File: src/rtl/interrupt_controller_pkg.sv
// Shared interrupt definitions: FSM states, source IDs and ISR vectors (also used by IF).
// Latency: n/a (types, constants and pure functions only).
// Backpressure: n/a.
package interrupt_controller_pkg;

  typedef enum logic [2:0] {
    ST_IDLE     = 3'd0,
    ST_DRAIN    = 3'd1,
    ST_SAVE_EPC = 3'd2,
    ST_SAVE_IDR = 3'd3,
    ST_BRANCH   = 3'd4,
    ST_ISR      = 3'd5
  } irq_state_e;

  // Source IDs double as bit positions in the pending vector.
  typedef enum logic [1:0] {
    SRC_KBD  = 2'd0,
    SRC_TICK = 2'd1,
    SRC_OVF  = 2'd2
  } irq_src_e;

  localparam int NUM_SRC = 3;

  localparam logic [15:0] KBD_ISR_VEC  = 16'h03FE;
  localparam logic [15:0] TICK_ISR_VEC = 16'h03FD;
  localparam logic [15:0] OVF_ISR_VEC  = 16'h03FF;

  // One-hot mask for a source ID; unknown IDs map to no bits.
  function automatic logic [NUM_SRC-1:0] src_onehot(logic [1:0] src);
    case (src)
      SRC_KBD:  return 3'b001;
      SRC_TICK: return 3'b010;
      SRC_OVF:  return 3'b100;
      default:  return 3'b000;
    endcase
  endfunction

  // Redirect target the IF stage loads when a branch_to_*_ISR fires.
  function automatic logic [15:0] isr_vector(logic [1:0] src);
    case (src)
      SRC_KBD:  return KBD_ISR_VEC;
      SRC_TICK: return TICK_ISR_VEC;
      SRC_OVF:  return OVF_ISR_VEC;
      default:  return KBD_ISR_VEC;
    endcase
  endfunction

endpackage

File: src/rtl/interrupt_controller_irq_pending_arbiter.sv
// Per-source pending bits with fixed-priority select (overflow > tick > keyboard).
// Latency: a pulse is visible on any_pending/sel_src the cycle after it arrives.
// Backpressure: none; a set in the same cycle as a clear of that source wins.
// Ports: clk/rst; set_pulse[2:0] indexed by source ID; clr_vld/clr_src clear one
//        source; any_pending and sel_src report the highest-priority pending source.
module irq_pending_arbiter
  import interrupt_controller_pkg::*;
(
  input  logic       clk,
  input  logic       rst,
  input  logic [2:0] set_pulse,
  input  logic       clr_vld,
  input  logic [1:0] clr_src,
  output logic       any_pending,
  output logic [1:0] sel_src
);

  logic [NUM_SRC-1:0] pending_q, pending_d, clr_mask;

  always_comb begin
    clr_mask  = clr_vld ? src_onehot(clr_src) : 3'b000;
    pending_d = (pending_q & ~clr_mask) | set_pulse;
  end

  // Reset wins over a same-cycle pulse, so that pulse is dropped.
  always_ff @(posedge clk) begin
    if (rst) begin
      pending_q <= '0;
    end else begin
      pending_q <= pending_d;
    end
  end

  always_comb begin
    any_pending = |pending_q;
    sel_src     = SRC_KBD;
    if (pending_q[SRC_OVF]) begin
      sel_src = SRC_OVF;
    end else if (pending_q[SRC_TICK]) begin
      sel_src = SRC_TICK;
    end else begin
      sel_src = SRC_KBD;
    end
  end

endmodule

File: src/rtl/interrupt_controller.sv
// Interrupt controller: drains the pipe, injects EPC/IDR loads, then redirects to the ISR.
// Latency: pulse -> pending (1 cycle) -> DRAIN on the next edge when int_en; all outputs registered-state decodes.
// Backpressure: none; pulses always latch as pending, only one handler runs at a time (no nesting).
// Ports: clk, rst; keyboard_irq/keyboard_data, game_tick, stack_overflow event pulses;
//        int_en, PC_curr, reti from the core; *_hazard NOP requests, branch_to_*_ISR redirects,
//        ld_epc/ld_idr inject requests, EPC, idr_data, in_isr.
module interrupt_controller
  import interrupt_controller_pkg::*;
#(
  parameter int DRAIN_CYCLES = 2
) (
  input  logic        clk,
  input  logic        rst,
  input  logic        keyboard_irq,
  input  logic [7:0]  keyboard_data,
  input  logic        game_tick,
  input  logic        stack_overflow,
  input  logic        int_en,
  input  logic [15:0] PC_curr,
  input  logic        reti,
  output logic        keyboard_hazard,
  output logic        game_tick_hazard,
  output logic        stack_overflow_hazard,
  output logic        branch_to_keyboard_ISR,
  output logic        branch_to_gametick_ISR,
  output logic        branch_to_stackoverflow_ISR,
  output logic        ld_epc,
  output logic        ld_idr,
  output logic [15:0] EPC,
  output logic [7:0]  idr_data,
  output logic        in_isr
);

  localparam logic [7:0] DRAIN_LAST = 8'(DRAIN_CYCLES - 1);

  irq_state_e  state_q, state_d;
  logic [1:0]  src_q, src_d;
  logic [7:0]  cnt_q, cnt_d;
  logic [15:0] epc_q, epc_d;
  logic [7:0]  idr_q, idr_d;

  logic        clr_vld;
  logic        any_pending;
  logic [1:0]  sel_src;

  irq_pending_arbiter u_arb (
    .clk         (clk),
    .rst         (rst),
    .set_pulse   ({stack_overflow, game_tick, keyboard_irq}),
    .clr_vld     (clr_vld),
    .clr_src     (src_q),
    .any_pending (any_pending),
    .sel_src     (sel_src)
  );

  always_comb begin
    state_d = state_q;
    src_d   = src_q;
    cnt_d   = cnt_q;
    epc_d   = epc_q;
    // Latest key code always wins, even mid-service.
    idr_d   = keyboard_irq ? keyboard_data : idr_q;
    clr_vld = 1'b0;

    case (state_q)
      ST_IDLE: begin
        if (int_en && any_pending) begin
          state_d = ST_DRAIN;
          src_d   = sel_src;
          epc_d   = PC_curr;
          cnt_d   = '0;
        end
      end
      ST_DRAIN: begin
        if (cnt_q == DRAIN_LAST) begin
          state_d = ST_SAVE_EPC;
        end else begin
          cnt_d = cnt_q + 8'd1;
        end
      end
      ST_SAVE_EPC: begin
        state_d = (src_q == SRC_KBD) ? ST_SAVE_IDR : ST_BRANCH;
      end
      ST_SAVE_IDR: begin
        state_d = ST_BRANCH;
      end
      ST_BRANCH: begin
        clr_vld = 1'b1;
        state_d = ST_ISR;
      end
      ST_ISR: begin
        if (reti) begin
          state_d = ST_IDLE;
        end
      end
      default: begin
        state_d = ST_IDLE;
      end
    endcase
  end

  always_ff @(posedge clk) begin
    if (rst) begin
      state_q <= ST_IDLE;
      src_q   <= SRC_KBD;
      cnt_q   <= '0;
      epc_q   <= 16'h0000;
      idr_q   <= 8'h00;
    end else begin
      state_q <= state_d;
      src_q   <= src_d;
      cnt_q   <= cnt_d;
      epc_q   <= epc_d;
      idr_q   <= idr_d;
    end
  end

  // Outputs decode only registered state, so there is no input-to-output path.
  logic hazard_phase;

  always_comb begin
    hazard_phase = (state_q == ST_DRAIN) || (state_q == ST_SAVE_EPC) ||
                   (state_q == ST_SAVE_IDR);

    keyboard_hazard       = hazard_phase && (src_q == SRC_KBD);
    game_tick_hazard      = hazard_phase && (src_q == SRC_TICK);
    stack_overflow_hazard = hazard_phase && (src_q == SRC_OVF);

    branch_to_keyboard_ISR      = (state_q == ST_BRANCH) && (src_q == SRC_KBD);
    branch_to_gametick_ISR      = (state_q == ST_BRANCH) && (src_q == SRC_TICK);
    branch_to_stackoverflow_ISR = (state_q == ST_BRANCH) && (src_q == SRC_OVF);

    ld_epc   = (state_q == ST_SAVE_EPC);
    ld_idr   = (state_q == ST_SAVE_IDR);
    in_isr   = (state_q != ST_IDLE);
    EPC      = epc_q;
    idr_data = idr_q;
  end

endmodule

File: config.mk
export PLATFORM = sky130hd
export DESIGN_NAME = interrupt_controller
export DESIGN_NICKNAME = d
export VERILOG_FILES = /design/src/rtl/interrupt_controller_pkg.sv /design/src/rtl/interrupt_controller_irq_pending_arbiter.sv /design/src/rtl/interrupt_controller.sv
export SDC_FILE = /design/constraint.sdc
export NUM_CORES = 1
export LEC_CHECK = 0
export BUFFER_PORTS_ARGS = -buffer_cell sky130_fd_sc_hd__clkbuf_2
export CAP_MARGIN = 20
export CORE_AREA = 2 2 61 63
export CTS_CLUSTER_DIAMETER = 30
export DETAILED_ROUTE_END_ITERATION = 6
export DIE_AREA = 0 0 63 65
export PLACE_DENSITY = 0.8
export RECOVER_POWER = 50
export SLEW_MARGIN = 20
export SYNTH_ARGS = -nofsm -noshare
export SYNTH_HDL_FRONTEND = slang
export SYNTH_SLANG_ARGS = --single-unit
File: constraint.sdc
create_clock -name clk -period 5.9 [get_ports clk]
set_clock_uncertainty 0.05 [all_clocks]
set_input_delay 0.885 -clock clk [delete_from_list [all_inputs] [get_ports clk]]
set_output_delay 0.885 -clock clk [all_outputs]
set_load 0.03 [all_outputs]
Word level (Yosys, flattened, before mapping)
Cells that the tools add are included.
{"block": "totals", "latchBits": 0, "output_inout_bits": 33, "ram_bits": 0, "rom_bits": 0, "register_bits": 40, "mem_count": 0}
{"block": "classes", "mul": 0, "eq_ne": 12, "n_shift": 0, "addsub": 1, "muxes": 13, "div_mod_pow": 0, "n_lt_le_gt_ge": 0, "n_reduce_logical": 17, "n_bitwise": 3}
{"op": "$pmux W3 S6", "count": 1}
{"op": "$mux W8", "count": 2}
{"op": "$pmux W8 S2", "count": 1}
{"op": "$mux W3", "count": 5}
{"op": "$pmux W3 S3", "count": 1}
{"op": "$add A8 B1 Y8 const B", "count": 1}
{"op": "$eq A8 B1 Y1 const B", "count": 1}
{"op": "$ne A2 B2 Y1 const B", "count": 4}
{"op": "$logic_and A1 B1 Y1", "count": 7}
{"op": "$eq A3 B2 Y1 const B", "count": 2}
{"op": "$eq A3 B3 Y1 const B", "count": 2}
{"op": "$reduce_and A3 Y1", "count": 2}
{"op": "$and A3 B3 Y3", "count": 1}
{"op": "$eq A3 B1 Y1 const B", "count": 1}
{"op": "$logic_not A3 Y1", "count": 1}
{"op": "$not A3 Y3", "count": 1}
{"op": "$or A3 B3 Y3", "count": 1}
{"op": "$reduce_bool A3 Y1", "count": 1}
{"op": "$reduce_or A3 Y1", "count": 1}
{"op": "$eq A2 B1 Y1 const B", "count": 1}
{"op": "$eq A2 B2 Y1 const B", "count": 1}
{"op": "$logic_not A2 Y1", "count": 1}
{"op": "$logic_or A1 B1 Y1", "count": 2}
{"op": "$mux W1", "count": 2}
{"op": "3 further kinds", "count": 3}

Longest topological paths before layout
Gate-level depths: netlist of run 1.
{"block": "logic_depth", "word_depth": 6, "ltp_mapped": 8}

Modules after synthesis
A second synthesis of run 1 with hierarchy kept.
{"block": "hier_totals", "cells_unflattened": 212, "area_unflattened_um2": 1765.4}
{"module": "interrupt_controller", "area_per_inst_um2": 1622.8, "cells_each": 197, "n_inst": 1, "seq_area_each_um2": 740.7}
{"module": "irq_pending_arbiter", "area_per_inst_um2": 142.6, "cells_each": 15, "n_inst": 1, "seq_area_each_um2": 60.1}

Worst setup path before layout of run 1
OpenSTA, ideal clock, no wires.
{"block": "synth_timing", "path_type": "register to output", "startpoint": "reg state_q[1]", "endpoint": "out keyboard_hazard", "path_slack_ns": 3.373, "required_time_ns": 4.965, "path_stages_with_launch": 4, "arrival_time_ns": 1.592, "cell_sequence": "dfxtp_1 -> clkbuf_1 -> nor2_1 -> nor4_1"}
{"block": "synth_via", "elab_chain_len": 4, "word_cells_on_any_way": 6, "cone_classes": "3 x eq/ne; 3 x reduce/logical"}
{"element": "from (decl)", "line": "interrupt_controller.sv:36", "text": "irq_state_e state_q, state_d;"}
{"element": "from (signal assigned)", "line": "interrupt_controller.sv:110", "text": "state_q <= state_d;"}
{"element": "$eq A3 B1 Y1 or $eq A3 B2 Y1 (tied branches)", "line": "interrupt_controller.sv:122", "text": "hazard_phase = (state_q == ST_DRAIN) || (state_q == ST_SAVE_EPC) ||"}
{"element": "$logic_or A1 B1 Y1", "line": "interrupt_controller.sv:122"}
{"element": "$logic_or A1 B1 Y1 *", "line": "interrupt_controller.sv:122"}
{"element": "$logic_and A1 B1 Y1 *", "line": "interrupt_controller.sv:125", "text": "keyboard_hazard = hazard_phase && (src_q == SRC_KBD);"}
{"element": "to (decl)", "line": "interrupt_controller.sv:21", "text": "output logic keyboard_hazard,"}
Mark *: on every way between the ends. The rest lies on a longest branch, timed or not.

Worst setup path in the final report of run 1
{"block": "layout_timing", "startpoint": "reg state_q[1]", "endpoint": "out branch_to_stackoverflow_ISR"}
{"block": "layout_via", "elab_chain_len": 2}
{"element": "$eq A3 B3 Y1", "line": "interrupt_controller.sv:131", "text": "branch_to_stackoverflow_ISR = (state_q == ST_BRANCH) && (src_q == SRC_OVF);"}
{"element": "$logic_and A1 B1 Y1", "line": "interrupt_controller.sv:131"}
{"element": "to (decl)", "line": "interrupt_controller.sv:26", "text": "output logic branch_to_stackoverflow_ISR,"}
Every way passes these cells.

==> results of run 1 <==
==> worst max-delay path: stages, from the launching register on <==
cell and delay (ns):
sky130_fd_sc_hd__dfxtp_1 0.42, sky130_fd_sc_hd__nor2_1 0.37, sky130_fd_sc_hd__nand2_1 0.18, sky130_fd_sc_hd__nor2_1 0.16, sky130_fd_sc_hd__clkbuf_2 0.22
==> worst paths after layout <==
path                                               endpoint  depth (start not counted)
worst min-delay path                                 EPC[3]                          2
worst max-delay path            branch_to_stackoverflow_ISR                          4
worst max register to register                   state_q[1]                          5
worst min register to register                       EPC[3]                          2
==> cell usage in the layout, fill, tap and decap left out, types with 5 or more instances in the layout <==
cell type,instances
sky130_fd_sc_hd__nand3_1,7
sky130_fd_sc_hd__mux2i_1,8
sky130_fd_sc_hd__o21ai_0,5
sky130_fd_sc_hd__nor3_1,6
sky130_fd_sc_hd__clkbuf_4,5
sky130_fd_sc_hd__clkbuf_1,19
sky130_fd_sc_hd__a21oi_1,26
sky130_fd_sc_hd__clkbuf_2,44
sky130_fd_sc_hd__nand2_1,45
sky130_fd_sc_hd__nor2_1,22
sky130_fd_sc_hd__inv_1,6
sky130_fd_sc_hd__dfxtp_1,40
==> power groups by stage <==
stage / combinational, mW / clock [mW] / sequential [mW]
floorplan: 0.0596 / 0 / 0.321
global placement: 0.109 / 0 / 0.303
detailed placement: 0.113 / 0 / 0.304
CTS: 0.113 / 0.194 / 0.298
global route: 0.120 / 0.205 / 0.300
finish: 0.110 / 0.189 / 0.298
==> kinds of logic (layout without fill, tap and decap cells) <==
family / Yosys count / in the layout / share of synthesized area (%)
adders and majority gates: 2 / 2 / 1.477
muxes: 8 / 8 / 4.727
DFF: 40 / 40 / 47.27
AOI/OAI and AO/OA: 44 / 44 / 15.88
and+or+nand+nor: 97 / 97 / 26.37
buffers and inverters: 19 / 78 / 4.283
==> sequential cells by signal, summed over array words and instances (netlist names) <==
name / count
EPC: 16
cnt_q: 8
idr_data: 8
src_q: 2
state_q: 3
u_arb.pending_q: 3
==> stage by stage <==
stage,setup WS [ns],utilization (%),area (sq um)
after CTS,3.276,60.38,2111
after floorplan,3.373,-,1694
after global routing,3.170,59.70,2087
after detailed placement,3.702,57.98,2027
final,3.266,59.70,2087
after global placement,3.467,57.77,2019
==> layer usage <==
| layer | vias up | global-route usage [%] | routed length, microns |
|---|---|---|---|
| met5 | - | 0 | 0 |
| met1 | 773 | 21.96 | 1787 |
| met3 | 5 | 6.250 | 194 |
| met2 | 45 | 33.38 | 1909 |
| met4 | 0 | 11.39 | 70 |
| li1 | 835 | - | - |
==> cell type report <==
class | instances | area [sq um]
Clock inverter | 3 | 46.29
Tap cell | 48 | 60.06
Timing Repair Buffer | 64 | 299.0
Multi-Input combinational cell | 151 | 820.8
Clock buffer | 5 | 37.54
Fill cell | 365 | 1409
Sequential cell | 40 | 800.8
Inverter | 6 | 22.52
==> report_table.html, run 1 <==
<table>
<tr><th>Metric</th><th>Value</th></tr>
<tr><th colspan="2">Route</th></tr>
<tr><td>Routed via count</td><td>1658</td></tr>
<tr><td>Vias/cell</td><td>5.230</td></tr>
<tr><td>Total length of routed wires</td><td>3960 microns</td></tr>
<tr><td>First-pass iteration count of the detailed router</td><td>4</td></tr>
<tr><td>Initial detailed-routing violation count</td><td>101</td></tr>
<tr><td>DRC violations left</td><td>0</td></tr>
<tr><td>Per-cell routed wire length</td><td>12.49 microns</td></tr>
<tr><td>Number of nets with antenna violations after detailed routing</td><td>0</td></tr>
<tr><th colspan="2">Logic synthesis</th></tr>
<tr><td>Synthesized instance count</td><td>210</td></tr>
<tr><td>Top_reg_cell synth</td><td>sky130_fd_sc_hd__dfxtp_1</td></tr>
<tr><td>Share of the synthesized area in the top cell type</td><td>47.27%</td></tr>
<tr><td>Post-Syn Area</td><td>1694 sq um</td></tr>
<tr><td>Most frequent cell after synthesis</td><td>sky130_fd_sc_hd__nand2_1</td></tr>
<tr><td>Largest area contributor in the netlist</td><td>sky130_fd_sc_hd__dfxtp_1</td></tr>
<tr><td>Count of flip-flops with a built-in enable after synthesis</td><td>0</td></tr>
<tr><td>Distinct cell type count of the synthesized netlist</td><td>32</td></tr>
<tr><td>Post-synthesis area per instance</td><td>8.067 sq um</td></tr>
<tr><td>Post-Syn Nets</td><td>243</td></tr>
<tr><td>Portion of the post-synthesis area used by sequential elements</td><td>47.27%</td></tr>
<tr><td>Flops &amp; latches, synth</td><td>40</td></tr>
<tr><td>Synth warn</td><td>0</td></tr>
<tr><td>Leading cell types by total area after synthesis</td><td>sky130_fd_sc_hd__dfxtp_1, sky130_fd_sc_hd__nand2_1, sky130_fd_sc_hd__a21oi_1, sky130_fd_sc_hd__nor2_1, sky130_fd_sc_hd__mux2i_1</td></tr>
<tr><td>Ys async rst share</td><td>0%</td></tr>
<tr><td>Most instantiated cells after synthesis</td><td>sky130_fd_sc_hd__nand2_1, sky130_fd_sc_hd__dfxtp_1, sky130_fd_sc_hd__a21oi_1, sky130_fd_sc_hd__nor2_1, sky130_fd_sc_hd__clkbuf_1</td></tr>
<tr><th colspan="2">Clock network</th></tr>
<tr><td>Level count of the clock H-tree</td><td>2</td></tr>
<tr><td>Clock-pin slew reported for the worst setup and hold paths after clock tree synthesis</td><td>0.13 ns</td></tr>
<tr><td>Buffers from clock root to sink, at most</td><td>2</td></tr>
<tr><td>TritonCTS Buffers</td><td>5</td></tr>
<tr><td>CTS Root Buffer Type</td><td>sky130_fd_sc_hd__clkbuf_4</td></tr>
<tr><td>CTS tree</td><td>built</td></tr>
<tr><td>Number of cells upsized or downsized after cts</td><td>0</td></tr>
<tr><td>Clock insertion delay at the later pin of the skew report</td><td>0.36 ns</td></tr>
<tr><td>Hold buffer count at cts</td><td>0</td></tr>
<tr><td>Total setup buffers inserted after CTS</td><td>0</td></tr>
<tr><td>Sink count of the clock tree</td><td>40</td></tr>
<tr><th colspan="2">Global routing</th></tr>
<tr><td>Via count of the first global-routing pass</td><td>1479</td></tr>
<tr><td>Antenna violations before repair</td><td>0</td></tr>
<tr><td>Grt ovf</td><td>0</td></tr>
<tr><td>Pin count of the biggest net entering global routing</td><td>42</td></tr>
<tr><td>Wire length of the first global-routing pass</td><td>6265 microns</td></tr>
<tr><td>Global router's overall resource usage</td><td>19.78%</td></tr>
<tr><th colspan="2">Critical path</th></tr>
<tr><td>Kind of capture point of the worst setup path</td><td>primary output</td></tr>
<tr><td>Reg-to-reg setup timing slack</td><td>3.69 ns</td></tr>
<tr><td>CP max FO</td><td>9</td></tr>
<tr><td>Critical register-to-register path startpoint</td><td>cnt_q[0]</td></tr>
<tr><td>Setup Crit Path Kind</td><td>reg2out</td></tr>
<tr><td>Required @ worst endpoint</td><td>4.97 ns</td></tr>
<tr><td>Critical Path AT</td><td>1.70 ns</td></tr>
<tr><td>First element of the critical path</td><td>state_q[1]</td></tr>
<tr><td>Setup crit start kind</td><td>flip-flop</td></tr>
<tr><th colspan="2">Power</th></tr>
<tr><td>Portion of total power attributed to sequential cells</td><td>49.9%</td></tr>
<tr><td>Net switching power</td><td>0.1862 mW</td></tr>
<tr><td>Switching share of power</td><td>31.16%</td></tr>
<tr><td>Max rail drop VDD</td><td>191.8 uV</td></tr>
<tr><td>Pwr per Cell Area</td><td>286.3 nW/um^2</td></tr>
<tr><td>Leakage power</td><td>0.8632 nW</td></tr>
<tr><td>Internal portion of total power</td><td>0.4113 mW</td></tr>
<tr><td>Clock group share of total power</td><td>31.7%</td></tr>
<tr><td>Overall power after layout</td><td>0.5975 mW</td></tr>
<tr><td>Combinational fraction of design power</td><td>18.4%</td></tr>
<tr><th colspan="2">STA</th></tr>
<tr><td>Slew HR</td><td>-15.50%</td></tr>
<tr><td>Max-slew violations</td><td>42</td></tr>
<tr><td>Final count of negative-setup-slack endpoints</td><td>0</td></tr>
<tr><td>Hold Fails Final Rpt</td><td>0</td></tr>
<tr><td>Total Negative Setup Slacks</td><td>0 ns</td></tr>
<tr><td>Worst hold margin</td><td>0.4141 ns</td></tr>
<tr><td>Worst-margin pin slew</td><td>1.732 ns</td></tr>
<tr><td>RSZ-0062 raised after global routing</td><td>no</td></tr>
<tr><td>Period utilisation layout</td><td>44.64%</td></tr>
<tr><td>Min Clock Period, post-route</td><td>2.634 ns</td></tr>
<tr><td>Max frequency</td><td>379.7 MHz</td></tr>
<tr><th colspan="2">Finish</th></tr>
<tr><td>Non-filler cells, final</td><td>317</td></tr>
<tr><td>Antenna Diode Count</td><td>0</td></tr>
<tr><td>Area growth from synthesis to layout</td><td>23.19%</td></tr>
<tr><td>Fraction of layout instances using a drive strength above 1</td><td>21.93%</td></tr>
<tr><td>Final net count</td><td>301</td></tr>
<tr><th colspan="2">Floorplanning</th></tr>
<tr><td>Full die area</td><td>4095 sq um</td></tr>
<tr><td>Die width</td><td>63 microns</td></tr>
<tr><td>Chip Height</td><td>65 microns</td></tr>
<tr><td>IO Count</td><td>64</td></tr>
<tr><td>Starting Density</td><td>48.46%</td></tr>
<tr><td>Row count</td><td>22</td></tr>
<tr><td>Core region area</td><td>3496 sq um</td></tr>
<tr><th colspan="2">Run</th></tr>
<tr><td>Count of maximum capacitance violations</td><td>1</td></tr>
<tr><th colspan="2">Outcome</th></tr>
<tr><td>Violated checks</td><td>capacitance limit, slew limit</td></tr>
<tr><td>Status</td><td>finished with violations</td></tr>
<tr><th colspan="2">Placement</th></tr>
<tr><td>PortBufs</td><td>63</td></tr>
<tr><td>Cells after DPL</td><td>309</td></tr>
<tr><td>Gp weighted congestion</td><td>0.7523</td></tr>
<tr><td>Half-perimeter wire length after detailed placement</td><td>2769 microns</td></tr>
<tr><th colspan="2">Worst hold path</th></tr>
<tr><td>Min-Delay Path Class</td><td>reg2reg</td></tr>
<tr><td>Source of the worst hold timing path</td><td>EPC[3]</td></tr>
</table>
Power figures use the tool's default switching activity.
==> inputs of run 2 (changes only) <==
--- a/config.mk
+++ b/config.mk
@@ -7,11 +7,11 @@
 export LEC_CHECK = 0
 export BUFFER_PORTS_ARGS = -buffer_cell sky130_fd_sc_hd__clkbuf_2
 export CAP_MARGIN = 20
-export CORE_AREA = 2 2 61 63
+export CORE_AREA = 2 2 63 65
 export CTS_CLUSTER_DIAMETER = 30
 export DETAILED_ROUTE_END_ITERATION = 6
-export DIE_AREA = 0 0 63 65
-export PLACE_DENSITY = 0.8
+export DIE_AREA = 0 0 65 67
+export PLACE_DENSITY = 0.76
 export RECOVER_POWER = 50
 export SLEW_MARGIN = 20
 export SYNTH_ARGS = -nofsm -noshare
==> constraint.sdc (replaced) <==
create_clock -name clk -period 2.5 [get_ports clk]
set_clock_uncertainty 0.05 [all_clocks]
set_input_delay 0.375 -clock clk [delete_from_list [all_inputs] [get_ports clk]]
set_output_delay 0.375 -clock clk [all_outputs]
set_load 0.03 [all_outputs]
==> run 2 against run 1 <==
Against the previous run: critical endpoint is now state_q[1]; utilization shrank 0.64 points; register-to-register slack lost 3.4 ns; combinational power grew 140%; critical path type is now reg2reg; die area grew 6.3%; clock-buffer cell count grew 2; the flow still finishes with violations (capacitance limit, slew limit); hold slack lost 0.17 ns; sequential share of layout area shrank 0.77 points; global-route usage shrank 2.3 points; highest routed layer unchanged; final cell count grew 0.32%; wire length shrank 6.7%.
==> report_table.html, run 2 (synthesized netlist as in run 1, its figures left out) <==
<table>
<tr><th>Metric</th><th>Value</th></tr>
<tr><th colspan="2">Outcome</th></tr>
<tr><td>Violated checks</td><td>capacitance limit, slew limit</td></tr>
<tr><td>Status</td><td>finished with violations</td></tr>
<tr><th colspan="2">Placement</th></tr>
<tr><td>Gp weighted congestion</td><td>0.8775</td></tr>
<tr><td>PortBufs</td><td>63</td></tr>
<tr><td>Half-perimeter wire length after detailed placement</td><td>2574 microns</td></tr>
<tr><th colspan="2">Floorplanning</th></tr>
<tr><td>Full die area</td><td>4355 sq um</td></tr>
<tr><td>Row count</td><td>22</td></tr>
<tr><td>Die width</td><td>65 microns</td></tr>
<tr><td>Starting Density</td><td>46.98%</td></tr>
<tr><td>Core region area</td><td>3606 sq um</td></tr>
<tr><td>IO Count</td><td>64</td></tr>
<tr><td>Chip Height</td><td>67 microns</td></tr>
<tr><th colspan="2">Route</th></tr>
<tr><td>Per-cell routed wire length</td><td>11.62 microns</td></tr>
<tr><td>Routed via count</td><td>1643</td></tr>
<tr><td>Number of nets with antenna violations after detailed routing</td><td>0</td></tr>
<tr><td>First-pass iteration count of the detailed router</td><td>4</td></tr>
<tr><td>Total length of routed wires</td><td>3694 microns</td></tr>
<tr><td>Initial detailed-routing violation count</td><td>83</td></tr>
<tr><td>Vias/cell</td><td>5.167</td></tr>
<tr><td>DRC violations left</td><td>0</td></tr>
<tr><th colspan="2">Power</th></tr>
<tr><td>Net switching power</td><td>0.4193 mW</td></tr>
<tr><td>Max rail drop VDD</td><td>364.1 uV</td></tr>
<tr><td>Internal portion of total power</td><td>1.110 mW</td></tr>
<tr><td>Clock group share of total power</td><td>37.1%</td></tr>
<tr><td>Leakage power</td><td>0.8708 nW</td></tr>
<tr><td>Portion of total power attributed to sequential cells</td><td>45.9%</td></tr>
<tr><td>Switching share of power</td><td>27.42%</td></tr>
<tr><td>Pwr per Cell Area</td><td>718.2 nW/um^2</td></tr>
<tr><td>Combinational fraction of design power</td><td>17.0%</td></tr>
<tr><th colspan="2">Global routing</th></tr>
<tr><td>Antenna violations before repair</td><td>0</td></tr>
<tr><td>Wire length of the first global-routing pass</td><td>5885 microns</td></tr>
<tr><td>Via count of the first global-routing pass</td><td>1358</td></tr>
<tr><td>Pin count of the biggest net entering global routing</td><td>42</td></tr>
<tr><td>Grt ovf</td><td>0</td></tr>
<tr><td>Global router's overall resource usage</td><td>17.45%</td></tr>
<tr><th colspan="2">Finish</th></tr>
<tr><td>Antenna Diode Count</td><td>0</td></tr>
<tr><td>Fraction of layout instances using a drive strength above 1</td><td>20.00%</td></tr>
<tr><td>Count of filler cells inserted in the layout</td><td>347</td></tr>
<tr><td>Max FFs per register</td><td>16</td></tr>
<tr><td>Final net count</td><td>302</td></tr>
<tr><td>Most frequent standard cell in the layout excluding fill and tap cells</td><td>sky130_fd_sc_hd__nand2_1</td></tr>
<tr><td>Commonest cells after routing, fill and taps aside</td><td>sky130_fd_sc_hd__nand2_1, sky130_fd_sc_hd__dfxtp_1, sky130_fd_sc_hd__clkbuf_2, sky130_fd_sc_hd__a21oi_1, sky130_fd_sc_hd__clkbuf_1</td></tr>
<tr><td>Area growth from synthesis to layout</td><td>25.70%</td></tr>
<tr><th colspan="2">STA</th></tr>
<tr><td>Slew HR</td><td>-18.17%</td></tr>
<tr><td>Period utilisation layout</td><td>87.19%</td></tr>
<tr><td>Total Negative Setup Slacks</td><td>0 ns</td></tr>
<tr><td>Worst hold margin</td><td>0.2417 ns</td></tr>
<tr><td>Max-slew violations</td><td>42</td></tr>
<tr><td>RSZ-0062 raised after global routing</td><td>no</td></tr>
<tr><td>Worst-margin pin slew</td><td>1.772 ns</td></tr>
<tr><td>Hold Fails Final Rpt</td><td>0</td></tr>
<tr><td>Max frequency</td><td>458.8 MHz</td></tr>
<tr><td>Min Clock Period, post-route</td><td>2.180 ns</td></tr>
<tr><td>Final count of negative-setup-slack endpoints</td><td>0</td></tr>
<tr><th colspan="2">Clock network</th></tr>
<tr><td>Sink count of the clock tree</td><td>40</td></tr>
<tr><td>Level count of the clock H-tree</td><td>2</td></tr>
<tr><td>CTS Root Buffer Type</td><td>sky130_fd_sc_hd__clkbuf_8</td></tr>
<tr><td>Clock-pin slew reported for the worst setup and hold paths after clock tree synthesis</td><td>0.07 ns</td></tr>
<tr><td>Hold buffer count at cts</td><td>0</td></tr>
<tr><td>Clock insertion delay at the later pin of the skew report</td><td>0.29 ns</td></tr>
<tr><td>Number of cells upsized or downsized after cts</td><td>0</td></tr>
<tr><td>CTS tree</td><td>built</td></tr>
<tr><td>Buffers from clock root to sink, at most</td><td>2</td></tr>
<tr><td>TritonCTS Buffers</td><td>5</td></tr>
<tr><td>Total setup buffers inserted after CTS</td><td>0</td></tr>
<tr><th colspan="2">Critical path</th></tr>
<tr><td>Critical Path AT</td><td>2.33 ns</td></tr>
<tr><td>Required @ worst endpoint</td><td>2.65 ns</td></tr>
<tr><td>Setup Crit Path Kind</td><td>reg2reg</td></tr>
<tr><td>Setup crit start kind</td><td>flip-flop</td></tr>
<tr><td>Cell count of the worst reg-to-reg path</td><td>5</td></tr>
<tr><td>Kind of capture point of the worst setup path</td><td>flip-flop</td></tr>
<tr><td>CP max FO</td><td>5</td></tr>
<tr><th colspan="2">Run</th></tr>
<tr><td>Count of maximum capacitance violations</td><td>1</td></tr>
<tr><th colspan="2">Worst hold path</th></tr>
<tr><td>Worst hold path stage count</td><td>3</td></tr>
<tr><td>Min-Delay Path Class</td><td>in2reg</td></tr>
</table>
## run 2: cell types whose count changed in the layout (fill, tap and decap cells not counted)
cell                         delta
sky130_fd_sc_hd__buf_4          +1
sky130_fd_sc_hd__clkbuf_1       +6
sky130_fd_sc_hd__clkbuf_2       -6
sky130_fd_sc_hd__clkbuf_4       -5
sky130_fd_sc_hd__clkbuf_8       +7
sky130_fd_sc_hd__clkinvlp_4     -1
sky130_fd_sc_hd__inv_6          -1
## run 2: power by group through the flow
stage	Sequential [mW]	Combinational, mW	Clock [mW]
after floorplan	0.758	0.141	0
after global placement	0.715	0.265	0
after detailed placement	0.716	0.268	0
after CTS	0.701	0.270	0.581
after global routing	0.707	0.288	0.602
final	0.701	0.260	0.568
## run 2: path summary, 6_finish.rpt
kind	start	to	slack (ns)
max reg2reg	cnt_q[0]	state_q[1]	0.32
min reg2reg	EPC[5]	EPC[5]	0.40
min	stack_overflow	u_arb.pending_q[2]	0.24
max	cnt_q[0]	state_q[1]	0.32
## run 2: routing by layer
| metal | vias to the layer above | part of all wire, % | wire length [microns] | global-route usage (%) |
|---|---|---|---|---|
| met5 | - | 0 | 0 | 0 |
| met1 | 744 | 46 | 1689 | 22.36 |
| met3 | 8 | 6.9 | 256 | 4.392 |
| met2 | 52 | 46 | 1684 | 26.93 |
| li1 | 839 | - | - | - |
| met4 | 0 | 1.7 | 63 | 9.309 |
## run 2: cell type report
class	instances	area, sq um	share of cell area (%)
tap	48	60.06	2.820
sequential	40	800.8	37.60
timing repair buffer	65	299.0	14.04
inverter	6	22.52	1.058
clock inverter	1	30.03	1.410
clock buffer	7	96.34	4.524
multi-input combinational	151	820.8	38.54
## run 2: per-stage QoR
stage | power [mW] | setup slack, ns | instance area (sq um) | util [%] | std cells
detailed placement | 0.9841 | 0.3514 | 2034 | 56.42 | 310
floorplan | 0.8990 | 0.4675 | 1694 | - | 210
global placement | 0.9806 | 0.4129 | 2034 | 56.42 | 310
global route | 1.597 | 0.2107 | 2130 | 59.06 | 318
CTS | 1.552 | 0.3286 | 2161 | 59.92 | 318
finish | 1.529 | 0.3203 | 2130 | 59.06 | 318
## run 2: worst max-delay path: stages, from the launching register on
cell and delay [ns]:
sky130_fd_sc_hd__dfxtp_1 0.40, sky130_fd_sc_hd__ha_1 0.17, sky130_fd_sc_hd__or4b_1 0.46, sky130_fd_sc_hd__or4_1 0.46
sky130_fd_sc_hd__or3_1 0.34, sky130_fd_sc_hd__a211oi_2 0.20
==> inputs of run 3 (changes only) <==
--- a/config.mk
+++ b/config.mk
@@ -5,12 +5,13 @@
 export SDC_FILE = /design/constraint.sdc
 export NUM_CORES = 1
 export LEC_CHECK = 0
+export ABC_AREA = 1
 export BUFFER_PORTS_ARGS = -buffer_cell sky130_fd_sc_hd__clkbuf_2
 export CAP_MARGIN = 20
-export CORE_AREA = 2 2 63 65
+export CORE_AREA = 2 2 64 66
 export CTS_CLUSTER_DIAMETER = 30
 export DETAILED_ROUTE_END_ITERATION = 6
-export DIE_AREA = 0 0 65 67
+export DIE_AREA = 0 0 66 68
 export PLACE_DENSITY = 0.76
 export RECOVER_POWER = 50
 export SLEW_MARGIN = 20
==> run 3 against run 2 <==
Against the previous run: the run now ends clean; largest power group unchanged; area after synthesis increased by 3.9%; highest routed layer unchanged; critical endpoint is now branch_to_stackoverflow_ISR; via count increased by 4.3%; clock power decreased by 1%.
==> report_table.html, run 3 <==
<table>
<tr><th>Metric</th><th>Value</th></tr>
<tr><th colspan="2">Outcome</th></tr>
<tr><td>Status</td><td>complete, no violations</td></tr>
<tr><th colspan="2">Placement</th></tr>
<tr><td>Half-perimeter wire length after detailed placement</td><td>2816 microns</td></tr>
<tr><td>Gp weighted congestion</td><td>0.9199</td></tr>
<tr><td>PortBufs</td><td>63</td></tr>
<tr><td>Cells after DPL</td><td>354</td></tr>
<tr><th colspan="2">Finish</th></tr>
<tr><td>Non-filler cells, final</td><td>362</td></tr>
<tr><td>Most frequent standard cell in the layout excluding fill and tap cells</td><td>sky130_fd_sc_hd__nor2_1</td></tr>
<tr><td>Count of filler cells inserted in the layout</td><td>382</td></tr>
<tr><td>Fraction of layout instances using a drive strength above 1</td><td>17.63%</td></tr>
<tr><td>Final net count</td><td>344</td></tr>
<tr><td>Antenna Diode Count</td><td>0</td></tr>
<tr><td>Max FFs per register</td><td>16</td></tr>
<tr><td>Area growth from synthesis to layout</td><td>23.60%</td></tr>
<tr><td>Combined area of the multi-input logic cells</td><td>804.5 sq um</td></tr>
<tr><td>Commonest cells after routing, fill and taps aside</td><td>sky130_fd_sc_hd__nor2_1, sky130_fd_sc_hd__dfxtp_1, sky130_fd_sc_hd__clkbuf_2, sky130_fd_sc_hd__nand2_1, sky130_fd_sc_hd__o21ai_0</td></tr>
<tr><td>Seq. cell area</td><td>800.8 sq um</td></tr>
<tr><th colspan="2">Route</th></tr>
<tr><td>Per-cell routed wire length</td><td>10.34 microns</td></tr>
<tr><td>Number of nets with antenna violations after detailed routing</td><td>0</td></tr>
<tr><td>Routed via count</td><td>1713</td></tr>
<tr><td>Vias/cell</td><td>4.732</td></tr>
<tr><td>First-pass iteration count of the detailed router</td><td>4</td></tr>
<tr><td>Initial detailed-routing violation count</td><td>81</td></tr>
<tr><td>DRC violations left</td><td>0</td></tr>
<tr><td>Total length of routed wires</td><td>3743 microns</td></tr>
<tr><th colspan="2">STA</th></tr>
<tr><td>Min Clock Period, post-route</td><td>1.897 ns</td></tr>
<tr><td>Final count of negative-setup-slack endpoints</td><td>0</td></tr>
<tr><td>Hold Fails Final Rpt</td><td>0</td></tr>
<tr><td>RSZ-0062 raised after global routing</td><td>no</td></tr>
<tr><td>Slew HR</td><td>58.22%</td></tr>
<tr><td>Period utilisation layout</td><td>75.87%</td></tr>
<tr><td>Worst-margin pin slew</td><td>0.6261 ns</td></tr>
<tr><td>Worst hold margin</td><td>0.2555 ns</td></tr>
<tr><td>Max frequency</td><td>527.2 MHz</td></tr>
<tr><td>Max-slew violations</td><td>0</td></tr>
<tr><td>Total Negative Setup Slacks</td><td>0 ns</td></tr>
<tr><th colspan="2">Worst hold path</th></tr>
<tr><td>Min-Delay Path Class</td><td>in2reg</td></tr>
<tr><td>Source of the worst hold timing path</td><td>game_tick</td></tr>
<tr><td>Worst hold path stage count</td><td>3</td></tr>
<tr><td>Endpoint with the worst hold slack</td><td>u_arb.pending_q[1]</td></tr>
<tr><th colspan="2">Floorplanning</th></tr>
<tr><td>Chip Height</td><td>68 microns</td></tr>
<tr><td>Core region area</td><td>3856 sq um</td></tr>
<tr><td>IO Count</td><td>64</td></tr>
<tr><td>Row count</td><td>23</td></tr>
<tr><td>Starting Density</td><td>45.65%</td></tr>
<tr><td>Die width</td><td>66 microns</td></tr>
<tr><td>Full die area</td><td>4488 sq um</td></tr>
<tr><th colspan="2">Logic synthesis</th></tr>
<tr><td>Mux contribution to synthesized area</td><td>0%</td></tr>
<tr><td>Flops &amp; latches, synth</td><td>40</td></tr>
<tr><td>Xor/xnor share of the synthesized area</td><td>0%</td></tr>
<tr><td>Synth Area in Simple Gates</td><td>31.27%</td></tr>
<tr><td>Leading cell types by total area after synthesis</td><td>sky130_fd_sc_hd__dfxtp_1, sky130_fd_sc_hd__nor2_1, sky130_fd_sc_hd__o21ai_0, sky130_fd_sc_hd__nand2_1, sky130_fd_sc_hd__nand3_1</td></tr>
<tr><td>Most frequent cell after synthesis</td><td>sky130_fd_sc_hd__nor2_1</td></tr>
<tr><td>Synthesized-area fraction occupied by ao, oa, aoi and oai cells</td><td>13.01%</td></tr>
<tr><td>Top_reg_cell synth</td><td>sky130_fd_sc_hd__dfxtp_1</td></tr>
<tr><td>Post-Syn Area</td><td>1760 sq um</td></tr>
<tr><td>Share of the synthesized area in the top cell type</td><td>45.49%</td></tr>
<tr><td>Post-synthesis area per instance</td><td>7.099 sq um</td></tr>
<tr><td>Count of flip-flops with a built-in enable after synthesis</td><td>0</td></tr>
<tr><td>Main combinational cell family by area after synthesis</td><td>simple AND/OR/NAND/NOR gates</td></tr>
<tr><td>Distinct cell type count of the synthesized netlist</td><td>24</td></tr>
<tr><td>Post-synthesis share of cell area spent on full adders, half adders and majority gates</td><td>1.421%</td></tr>
<tr><td>Most instantiated cells after synthesis</td><td>sky130_fd_sc_hd__nor2_1, sky130_fd_sc_hd__dfxtp_1, sky130_fd_sc_hd__nand2_1, sky130_fd_sc_hd__o21ai_0, sky130_fd_sc_hd__inv_1</td></tr>
<tr><td>Ys async rst share</td><td>0%</td></tr>
<tr><td>Synthesized instance count</td><td>248</td></tr>
<tr><td>Portion of the post-synthesis area used by sequential elements</td><td>45.49%</td></tr>
<tr><td>Synth warn</td><td>0</td></tr>
<tr><td>Largest area contributor in the netlist</td><td>sky130_fd_sc_hd__dfxtp_1</td></tr>
<tr><td>Post-Syn Nets</td><td>281</td></tr>
<tr><th colspan="2">Critical path</th></tr>
<tr><td>Kind of capture point of the worst setup path</td><td>primary output</td></tr>
<tr><td>Required @ worst endpoint</td><td>2.08 ns</td></tr>
<tr><td>Setup crit start kind</td><td>flip-flop</td></tr>
<tr><td>End of the worst register-to-register path</td><td>src_q[0]</td></tr>
<tr><td>CP max FO</td><td>6</td></tr>
<tr><td>Cell count of the worst reg-to-reg path</td><td>7</td></tr>
<tr><td>CP max stage delay</td><td>0.51 ns</td></tr>
<tr><td>Setup Crit Path Kind</td><td>reg2out</td></tr>
<tr><td>Critical Path AT</td><td>1.47 ns</td></tr>
<tr><td>Critical register-to-register path startpoint</td><td>state_q[0]</td></tr>
<tr><td>Crit-path slowest cell</td><td>sky130_fd_sc_hd__dfxtp_1</td></tr>
<tr><td>Cell-by-cell trace of the critical path</td><td>nand3_1 -&gt; nor2_1 -&gt; clkbuf_2</td></tr>
<tr><td>Reg-to-reg setup timing slack</td><td>0.84 ns</td></tr>
<tr><th colspan="2">Clock network</th></tr>
<tr><td>Buffers from clock root to sink, at most</td><td>2</td></tr>
<tr><td>Clock insertion delay at the later pin of the skew report</td><td>0.28 ns</td></tr>
<tr><td>Number of cells upsized or downsized after cts</td><td>0</td></tr>
<tr><td>Hold buffer count at cts</td><td>0</td></tr>
<tr><td>Clock-pin slew reported for the worst setup and hold paths after clock tree synthesis</td><td>0.07 ns</td></tr>
<tr><td>Sink count of the clock tree</td><td>40</td></tr>
<tr><td>Level count of the clock H-tree</td><td>2</td></tr>
<tr><td>TritonCTS Buffers</td><td>5</td></tr>
<tr><td>CTS tree</td><td>built</td></tr>
<tr><td>CTS Root Buffer Type</td><td>sky130_fd_sc_hd__clkbuf_8</td></tr>
<tr><td>Total setup buffers inserted after CTS</td><td>0</td></tr>
<tr><th colspan="2">Global routing</th></tr>
<tr><td>Antenna violations before repair</td><td>0</td></tr>
<tr><td>Wire length of the first global-routing pass</td><td>6154 microns</td></tr>
<tr><td>Global router's overall resource usage</td><td>17.77%</td></tr>
<tr><td>Pin count of the biggest net entering global routing</td><td>30</td></tr>
<tr><td>Grt ovf</td><td>0</td></tr>
<tr><td>Via count of the first global-routing pass</td><td>1470</td></tr>
<tr><th colspan="2">Power</th></tr>
<tr><td>Leakage power</td><td>0.9790 nW</td></tr>
<tr><td>Pwr per Cell Area</td><td>770.0 nW/um^2</td></tr>
<tr><td>Max rail drop VDD</td><td>432.0 uV</td></tr>
<tr><th colspan="2">Run</th></tr>
<tr><td>Count of maximum capacitance violations</td><td>0</td></tr>
</table>
## run 3: cell count changes in the layout (fill, tap and decap cells not counted), sizes merged, moves of 3 or more
cell	change
mux2i	-8
a21oi	-13
nor2	+52
inv	+17
nand3	+12
o21ai	+25
nand2	-12
nor3	-4
nand2b	-3
## run 3: worst max-delay path by stage
stage,start,endpoint,slack [ns],cells after the start
finish,state_q[2],branch_to_stackoverflow_ISR,0.60,3
global route,state_q[2],branch_to_stackoverflow_ISR,0.46,3
CTS,state_q[2],branch_to_stackoverflow_ISR,0.59,3
detailed placement,state_q[0],src_q[0],0.83,7
global placement,state_q[0],src_q[0],0.88,7
floorplan,state_q[2],branch_to_stackoverflow_ISR,0.96,2
## run 3: through the flow
stage	util, %	worst slack, ns	instance area, sq um	total power, mW
floorplan	-	0.9593	1760	1.046
global placement	53.96	0.8789	2081	1.138
detailed placement	53.96	0.8287	2081	1.143
CTS	57.24	0.5942	2207	1.707
global route	56.42	0.4596	2176	1.770
finish	56.42	0.6033	2176	1.675
## run 3: critical path: cells and delay by family, from the launching register on
family | cells | cell delay (ns)
flops | 1 | 0.51
simple gates | 2 | 0.44
buf+inv | 1 | 0.24
## run 3: final cells by class
cell class                      instances  area share, %
Clock buffer                            7          4.428
Clock inverter                          1          1.380
Multi-Input combinational cell        177          36.98
Sequential cell                        40          36.80
Inverter                               24          4.485
Timing Repair Buffer                   63          13.05
Tap cell                               50          2.875
## run 3: cells by family (layout without fill, tap and decap cells)
kind of cell	count (synthesis)	count (layout)
and+or+nand+nor	130	130
buffers and inverters	31	95
adders and majority gates	2	2
DFF	40	40
AOI/OAI and AO/OA	45	45
## run 3: layer usage
layer	track usage [%]	vias up	wire length [microns]
li1	-	918	-
met1	20.39	737	1668
met2	31.06	52	1786
met3	5.592	6	250
met4	6.888	0	37
met5	0	-	0
## run 3: power breakdown
part	total [mW]	switching [mW]	internal, mW
logic	0.389	0.282	0.107
clock network	0.560	0.208	0.352
registers	0.727	0.0328	0.694
